$ cat src/rtl/gray_to_binary_decoder_if.sv
// Stream interface for the gray-to-binary decoder.
//   in_valid/in_ready/in_gray : gray word input stream
//   out_valid/out_ready       : decoded word output stream
//   out_bin                   : binary value of the accepted gray word
//   out_dir/out_wrap          : step direction (+1) and boundary crossing
//   out_step_err/err_count    : step-violation flag and saturating count
// Modports: slave = decoder side, master = producer/consumer side.
interface gray_to_binary_decoder_if #(
   parameter int WIDTH     = 3,
   parameter int ERR_CNT_W = 8
);
   logic                 in_valid;
   logic                 in_ready;
   logic [WIDTH-1:0]     in_gray;
   logic                 out_valid;
   logic                 out_ready;
   logic [WIDTH-1:0]     out_bin;
   logic                 out_dir;
   logic                 out_wrap;
   logic                 out_step_err;
   logic [ERR_CNT_W-1:0] err_count;

   modport slave (
      input  in_valid, in_gray, out_ready,
      output in_ready, out_valid, out_bin, out_dir, out_wrap, out_step_err, err_count
   );

   modport master (
      output in_valid, in_gray, out_ready,
      input  in_ready, out_valid, out_bin, out_dir, out_wrap, out_step_err, err_count
   );
endinterface

$ cat src/rtl/gray_to_binary_decoder.sv
// Registered gray-to-binary decoder with valid/ready streams on both sides.
// Tracks consecutive accepted words to report step direction and wrap.
// Ports:
//   clk   : rising-edge clock
//   rst_n : asynchronous active-low reset
//   bus   : gray_to_binary_decoder_if.slave (input stream, decoded output,
//           out_dir, out_wrap, out_step_err, err_count)
// Build option: define GRAY_STEP_CHECK_EN to compile in the single-bit-step
// checker (prev_gray history, out_step_err, saturating err_count). Without it
// out_step_err and err_count are constant zero.
module gray_to_binary_decoder #(
   parameter int WIDTH     = 3,
   parameter int ERR_CNT_W = 8
) (
   input logic                    clk,
   input logic                    rst_n,
   gray_to_binary_decoder_if.slave bus
);

   logic [WIDTH-1:0] dec;
   logic [WIDTH-1:0] prev_bin;
   logic [WIDTH-1:0] prev_inc;
   logic             has_prev;
   logic             accept;
   logic             dir_next;
   logic             wrap_next;

   // bin[i] is the XOR of all gray bits from i up to the MSB
   always_comb begin
      dec = '0;
      for (int i = 0; i < WIDTH; i++) begin
         dec[i] = ^(bus.in_gray >> i);
      end
   end

   // Single output register: a drain and a new accept can share a cycle
   assign bus.in_ready = !bus.out_valid || bus.out_ready;
   assign accept       = bus.in_valid && bus.in_ready;

   assign prev_inc  = prev_bin + 1'b1;
   assign dir_next  = has_prev && (dec == prev_inc);
   // Downward wrap is a -1 step from 0 to all-ones; any other step size
   // leaves both dir and wrap low.
   assign wrap_next = has_prev &&
                      ((dir_next && (prev_bin == {WIDTH{1'b1}})) ||
                       (!dir_next && (dec == {WIDTH{1'b1}}) && (prev_bin == '0)));

   always_ff @(posedge clk or negedge rst_n) begin
      if (!rst_n) begin
         bus.out_valid <= 1'b0;
         bus.out_bin   <= '0;
         bus.out_dir   <= 1'b0;
         bus.out_wrap  <= 1'b0;
         prev_bin      <= '0;
         has_prev      <= 1'b0;
      end else if (accept) begin
         bus.out_valid <= 1'b1;
         bus.out_bin   <= dec;
         bus.out_dir   <= dir_next;
         bus.out_wrap  <= wrap_next;
         prev_bin      <= dec;
         has_prev      <= 1'b1;
      end else if (bus.out_ready) begin
         bus.out_valid <= 1'b0;
      end
   end

`ifdef GRAY_STEP_CHECK_EN
   logic [WIDTH-1:0]     prev_gray;
   logic                 step_err_next;
   logic                 step_err_q;
   logic [ERR_CNT_W-1:0] err_cnt_q;

   // A repeated word (zero changed bits) is an error as well
   assign step_err_next = has_prev && ($countones(bus.in_gray ^ prev_gray) != 1);

   always_ff @(posedge clk or negedge rst_n) begin
      if (!rst_n) begin
         prev_gray  <= '0;
         step_err_q <= 1'b0;
         err_cnt_q  <= '0;
      end else if (accept) begin
         prev_gray  <= bus.in_gray;
         step_err_q <= step_err_next;
         if (step_err_next && (err_cnt_q != {ERR_CNT_W{1'b1}}))
            err_cnt_q <= err_cnt_q + 1'b1;
      end
   end

   assign bus.out_step_err = step_err_q;
   assign bus.err_count    = err_cnt_q;
`else
   assign bus.out_step_err = 1'b0;
   assign bus.err_count    = {ERR_CNT_W{1'b0}};
`endif

endmodule

$ cat src/flat_wrapper.sv
// flat-port wrapper written by rule: the top's interface ports become plain ports
module gray_to_binary_decoder_flat 
#(
   parameter int WIDTH     = 3,
   parameter int ERR_CNT_W = 8
)
  (clk, rst_n, bus_in_valid, bus_in_gray, bus_out_ready, bus_in_ready, bus_out_valid, bus_out_bin, bus_out_dir, bus_out_wrap, bus_out_step_err, bus_err_count);
  gray_to_binary_decoder_if #(.WIDTH(WIDTH), .ERR_CNT_W(ERR_CNT_W)) bus_i ();
  input logic clk;
  input logic rst_n;
  input wire logic [$bits(bus_i.in_valid)-1:0] bus_in_valid;
  input wire logic [$bits(bus_i.in_gray)-1:0] bus_in_gray;
  input wire logic [$bits(bus_i.out_ready)-1:0] bus_out_ready;
  output wire logic [$bits(bus_i.in_ready)-1:0] bus_in_ready;
  output wire logic [$bits(bus_i.out_valid)-1:0] bus_out_valid;
  output wire logic [$bits(bus_i.out_bin)-1:0] bus_out_bin;
  output wire logic [$bits(bus_i.out_dir)-1:0] bus_out_dir;
  output wire logic [$bits(bus_i.out_wrap)-1:0] bus_out_wrap;
  output wire logic [$bits(bus_i.out_step_err)-1:0] bus_out_step_err;
  output wire logic [$bits(bus_i.err_count)-1:0] bus_err_count;
  assign bus_i.in_valid = bus_in_valid;
  assign bus_i.in_gray = bus_in_gray;
  assign bus_i.out_ready = bus_out_ready;
  assign bus_in_ready = bus_i.in_ready;
  assign bus_out_valid = bus_i.out_valid;
  assign bus_out_bin = bus_i.out_bin;
  assign bus_out_dir = bus_i.out_dir;
  assign bus_out_wrap = bus_i.out_wrap;
  assign bus_out_step_err = bus_i.out_step_err;
  assign bus_err_count = bus_i.err_count;
  gray_to_binary_decoder #(.WIDTH(WIDTH), .ERR_CNT_W(ERR_CNT_W)) u_core (.clk(clk), .rst_n(rst_n), .bus(bus_i));
endmodule
$ cat config.mk
export PLATFORM = sky130hd
export DESIGN_NAME = gray_to_binary_decoder_flat
export DESIGN_NICKNAME = d
export VERILOG_FILES = /design/src/rtl/gray_to_binary_decoder_if.sv /design/src/rtl/gray_to_binary_decoder.sv /design/src/flat_wrapper.sv
export SDC_FILE = /design/constraint.sdc
export NUM_CORES = 1
export LEC_CHECK = 0
export BUFFER_PORTS_ARGS = -buffer_cell sky130_fd_sc_hd__buf_2
export CORE_AREA = 2 2 39 41
export CTS_BUF_LIST = sky130_fd_sc_hd__clkbuf_8
export DETAILED_ROUTE_END_ITERATION = 7
export DIE_AREA = 0 0 41 43
export PLACE_DENSITY = 0.67
export SLEW_MARGIN = 40
export SYNTH_ARGS = -nofsm -noshare
export SYNTH_HDL_FRONTEND = slang
export SYNTH_SLANG_ARGS = --single-unit
$ cat constraint.sdc
create_clock -name clk -period 5.4 [get_ports clk]
set_input_delay 1.35 -clock clk [delete_from_list [all_inputs] [get_ports clk]]
set_output_delay 1.35 -clock clk [all_outputs]
set_load 0.1 [all_outputs]
* After elaboration in Yosys (flattened, before gate mapping)
Cells that the tools add are included.
** Word-level totals
- Bits in registers :: 7
- Input port bits :: 7
- Logic and storage cells :: 26
** Cells by class
- Add/subtract/negate cells :: 1
- Equality and inequality tests :: 3
- Multiplexer cells :: 2
- Reductions and logical operators :: 15
** Operator list (number)
- $reduce_xor 3->1 :: 3
- $eq 3x3->1 const B :: 2
- $logic_and 1x1->1 :: 6
- $add 3x1->3 const B :: 1
- $eq 3x3->1 :: 1
- $logic_not 3->1 :: 1
- $logic_not 1->1 :: 2
- $logic_or 1x1->1 :: 2
- $mux 1 :: 2
- $reduce_bool 2->1 :: 1

* Logic depth before layout (Yosys ltp)
- Depth in word-level cells :: 8
- Gate-level depth with buffers :: 6

* Worst setup path after synthesis
OpenSTA, ideal clock, no wires.
- Path kind :: input -> output
- Start point :: in bus_out_ready
- End point :: out bus_in_ready
- Arrival :: 2169 ps
- Required time :: 4050 ps
- Path slack :: 1881 ps
- Cell stages on the path :: 1
- Buffers on the path :: 0
- Cell sequence :: nand2b_1
** Between the ends
- Longest elaborated chain between the ends :: 1
** Ends and longest elaborated chain
- from (decl) :: RTL line flat_wrapper.sv:13 : input wire logic [$bits(bus_i.out_ready)-1:0] bus_out_ready;
- $logic_or 1x1->1 :: RTL line gray_to_binary_decoder.sv:37 : assign bus.in_ready = !bus.out_valid || bus.out_ready;
- to (decl) :: RTL line flat_wrapper.sv:14 : output wire logic [$bits(bus_i.in_ready)-1:0] bus_in_ready;
No other way between the ends.

* Worst setup path in the final report
Same ends and word-level chain as after synthesis.

==> impl_metrics.json <==
{
  "outcome": "completed",
  "final_nets": 76,
  "synth.avg_cell_area_um2": 9.73,
  "tritoncts": "yes",
  "clk_pin_slew_ns": 0.04,
  "via_count": 386,
  "fin_skew_ns": 0.000919,
  "final_common_cell": "buf_2",
  "cap_violations": 0,
  "cts.path.max_buffers": 2,
  "period_share_pct": 62.9,
  "whs_ns": 0.465,
  "clkSinkCount": 7,
  "first_pass_iters": 2,
  "rsz0062_at_grt": "false",
  "path_delay_family": "buffers and inverters",
  "hold_violations": 0,
  "worstPathCellList": "buf_2 > nand2b_1 > buf_2",
  "yosys_warnings": 0,
  "synth.top_cell.area_share_pct": 36.7,
  "antenna_cells": 0,
  "fp.dieH_um": 43,
  "postRouteWirelength_um": 797,
  "worstSetupStartpointType": "input port",
  "worstPathArrival_ns": 2.05,
  "netlist_area_um2": 477,
  "dp_hpwl_um": 610,
  "floorplan.rows": 14,
  "power.leakage_nw": 0.296,
  "finalCriticalPeriod_ns": 3.40,
  "die_width_um": 41,
  "grt_overflow_total": 0,
  "mostFrequentLayoutCells": "buf_2, conb_1, dfrtp_1",
  "area_delta_synth_final_pct": 19.4,
  "crit_slowest_cell": "buf_2",
  "cts_resized": 0,
  "pin_count": 23,
  "finalSetupViolations": 0,
  "post-route-cell-area_um2": 569,
  "synth_top_area_cell": "dfrtp_1",
  "ant_nets": 0,
  "setup_tns_ns": 0,
  "first_global_vias": 297,
  "endpoint_kind": "output pin",
  "yosysSeqAreaShare_pct": 36.7,
  "portBuffers": 13,
  "grt_max_degree": 8,
  "drv_slew": 0,
  "holdBufCountCts": 0,
  "die_area_mm2": 0.00176,
  "start_util_pct": 34.4,
  "grtUsageTotal_pct": 11.5,
  "hold_class": "flip-flop to flip-flop",
  "path_buf_inv": 2,
  "powerDensity_mw_per_mm2": 462,
  "gp_congestion": 0.692,
  "max_freq_mhz": 294,
  "cts_setup_buffers": 0,
  "synth_area_leaders": "dfrtp_1, buf_4, ha_1, xnor2_1, mux2_2",
  "drt_iter0_drc": 4,
  "drive_gt1_share_pct": 29.2,
  "cts_made_buffers": 3,
  "crit_top_cell": "buf_2",
  "coreArea_mm2": 0.00138,
  "worstSetupPathType": "input port to output pin",
  "placed_area_um2": 524,
  "wl_per_cell_um": 9.84,
  "critPathMaxFanout": 5,
  "routed_via_density": 4.77,
  "ys_ff_latch": 7,
  "syn_inst": 49,
  "clkLatencyLatePin_ns": 0.23,
  "required_ns": 4.05,
  "root_buffer": "clkbuf_8",
  "cts_max_level": 1,
  "drc": 0,
  "max_stage_delay_ns": 0.45,
  "synth_cell_type_count": 21,
  "antenna_found_initial": 0,
  "peakVddDrop_mv": 0.235,
  "grt_pass1_wl_um": 1210
}
==> cell families (layout without fill, tap and decap cells) <==
group,Yosys count,count (layout),share of synthesized area (%)
xor gates and xnor gates,3,3,5.51
DFF,7,7,36.7
adders and majority gates,3,3,7.87
muxes,2,2,4.72
and+or+nand+nor,17,17,20.2
other,1,9,0.787
AOI/OAI and AO/OA,5,5,8.40
buffers and inverters,11,19,15.7
==> cells in the mapped netlist, drive strengths merged <==
cell type and n:
mux2 2, inv 2, nor2 2, ha 3
o21ai 2, o211ai 1, xnor2 3, or4 1
nor3b 1, nand4b 1, a211oi 1, nand2 4
nand4 1, o211a 1, buf 9, dfrtp 7
nand2b 3, or3 1, nand3 2, and3b 1
conb 1
==> through the flow <==
step | utilization (%) | instances | setup slack (ns) | power [mW]
after floorplan | - | 57 | 1.88 | 0.179
after global placement | 37.9 | 77 | 2.02 | 0.192
after detailed placement | 37.9 | 77 | 2.00 | 0.192
after CTS | 41.1 | 81 | 2.00 | 0.268
after global routing | 41.1 | 81 | 1.94 | 0.277
final | 41.1 | 81 | 2.00 | 0.263
==> registers in the layout, summed over array words and instances (netlist names) <==
register,count
u_core.bus.out_bin,3
u_core.bus.out_wrap,1
u_core.bus.out_dir,1
u_core.bus.out_valid,1
u_core.has_prev,1
==> cell type report <==
| cell class | instances | area, um2 |
|---|---|---|
| multi-input combinational | 39 | 256 |
| sequential | 7 | 175 |
| inverter | 2 | 7.51 |
| clock buffer | 3 | 41.3 |
| fill | 139 | 815 |
| clock inverter | 1 | 3.75 |
| timing repair buffer | 13 | 65.1 |
| tap | 16 | 20.0 |
==> worst min-delay path: cells and delay by family (launching register included) <==
| family | cells | cell delay, ns |
|---|---|---|
| DFF | 1 | 0.33 |
| and+or+nand+nor | 1 | 0.04 |
| AOI/OAI and AO/OA | 1 | 0.06 |
==> path summary, 6_finish.rpt <==
path | startpoint | to | slack (ns) | cells after the start
max | bus_out_ready | bus_in_ready | 2.00 | 3
max in group asynchronous | rst_n | u_core.bus.out_bin[1] | 4.30 | 1
min in group asynchronous | rst_n | u_core.bus.out_bin[2] | 0.95 | 1
max reg2reg | u_core.bus.out_bin[0] | u_core.bus.out_wrap | 3.39 | 6
min | u_core.bus.out_dir | u_core.bus.out_dir | 0.46 | 2
min reg2reg | u_core.bus.out_dir | u_core.bus.out_dir | 0.46 | 2
==> routing by layer <==
metal | global-route usage, % | up-vias | wire [um]
met5 | 0 | - | 0
met4 | 12.0 | 0 | 39
met3 | 6.28 | 4 | 106
met2 | 14.4 | 23 | 319
met1 | 12.4 | 175 | 331
li1 | - | 184 | -
==> power breakdown <==
group | internal (mW) | switching, mW | total (mW) | leakage (nW)
clock | 0.0491 | 0.0228 | 0.0719 | 0.0269
combinational | 0.0211 | 0.104 | 0.125 | 0.186
sequential | 0.0597 | 0.00628 | 0.0660 | 0.0826
Note: power is estimated with default switching activity, not from simulation.
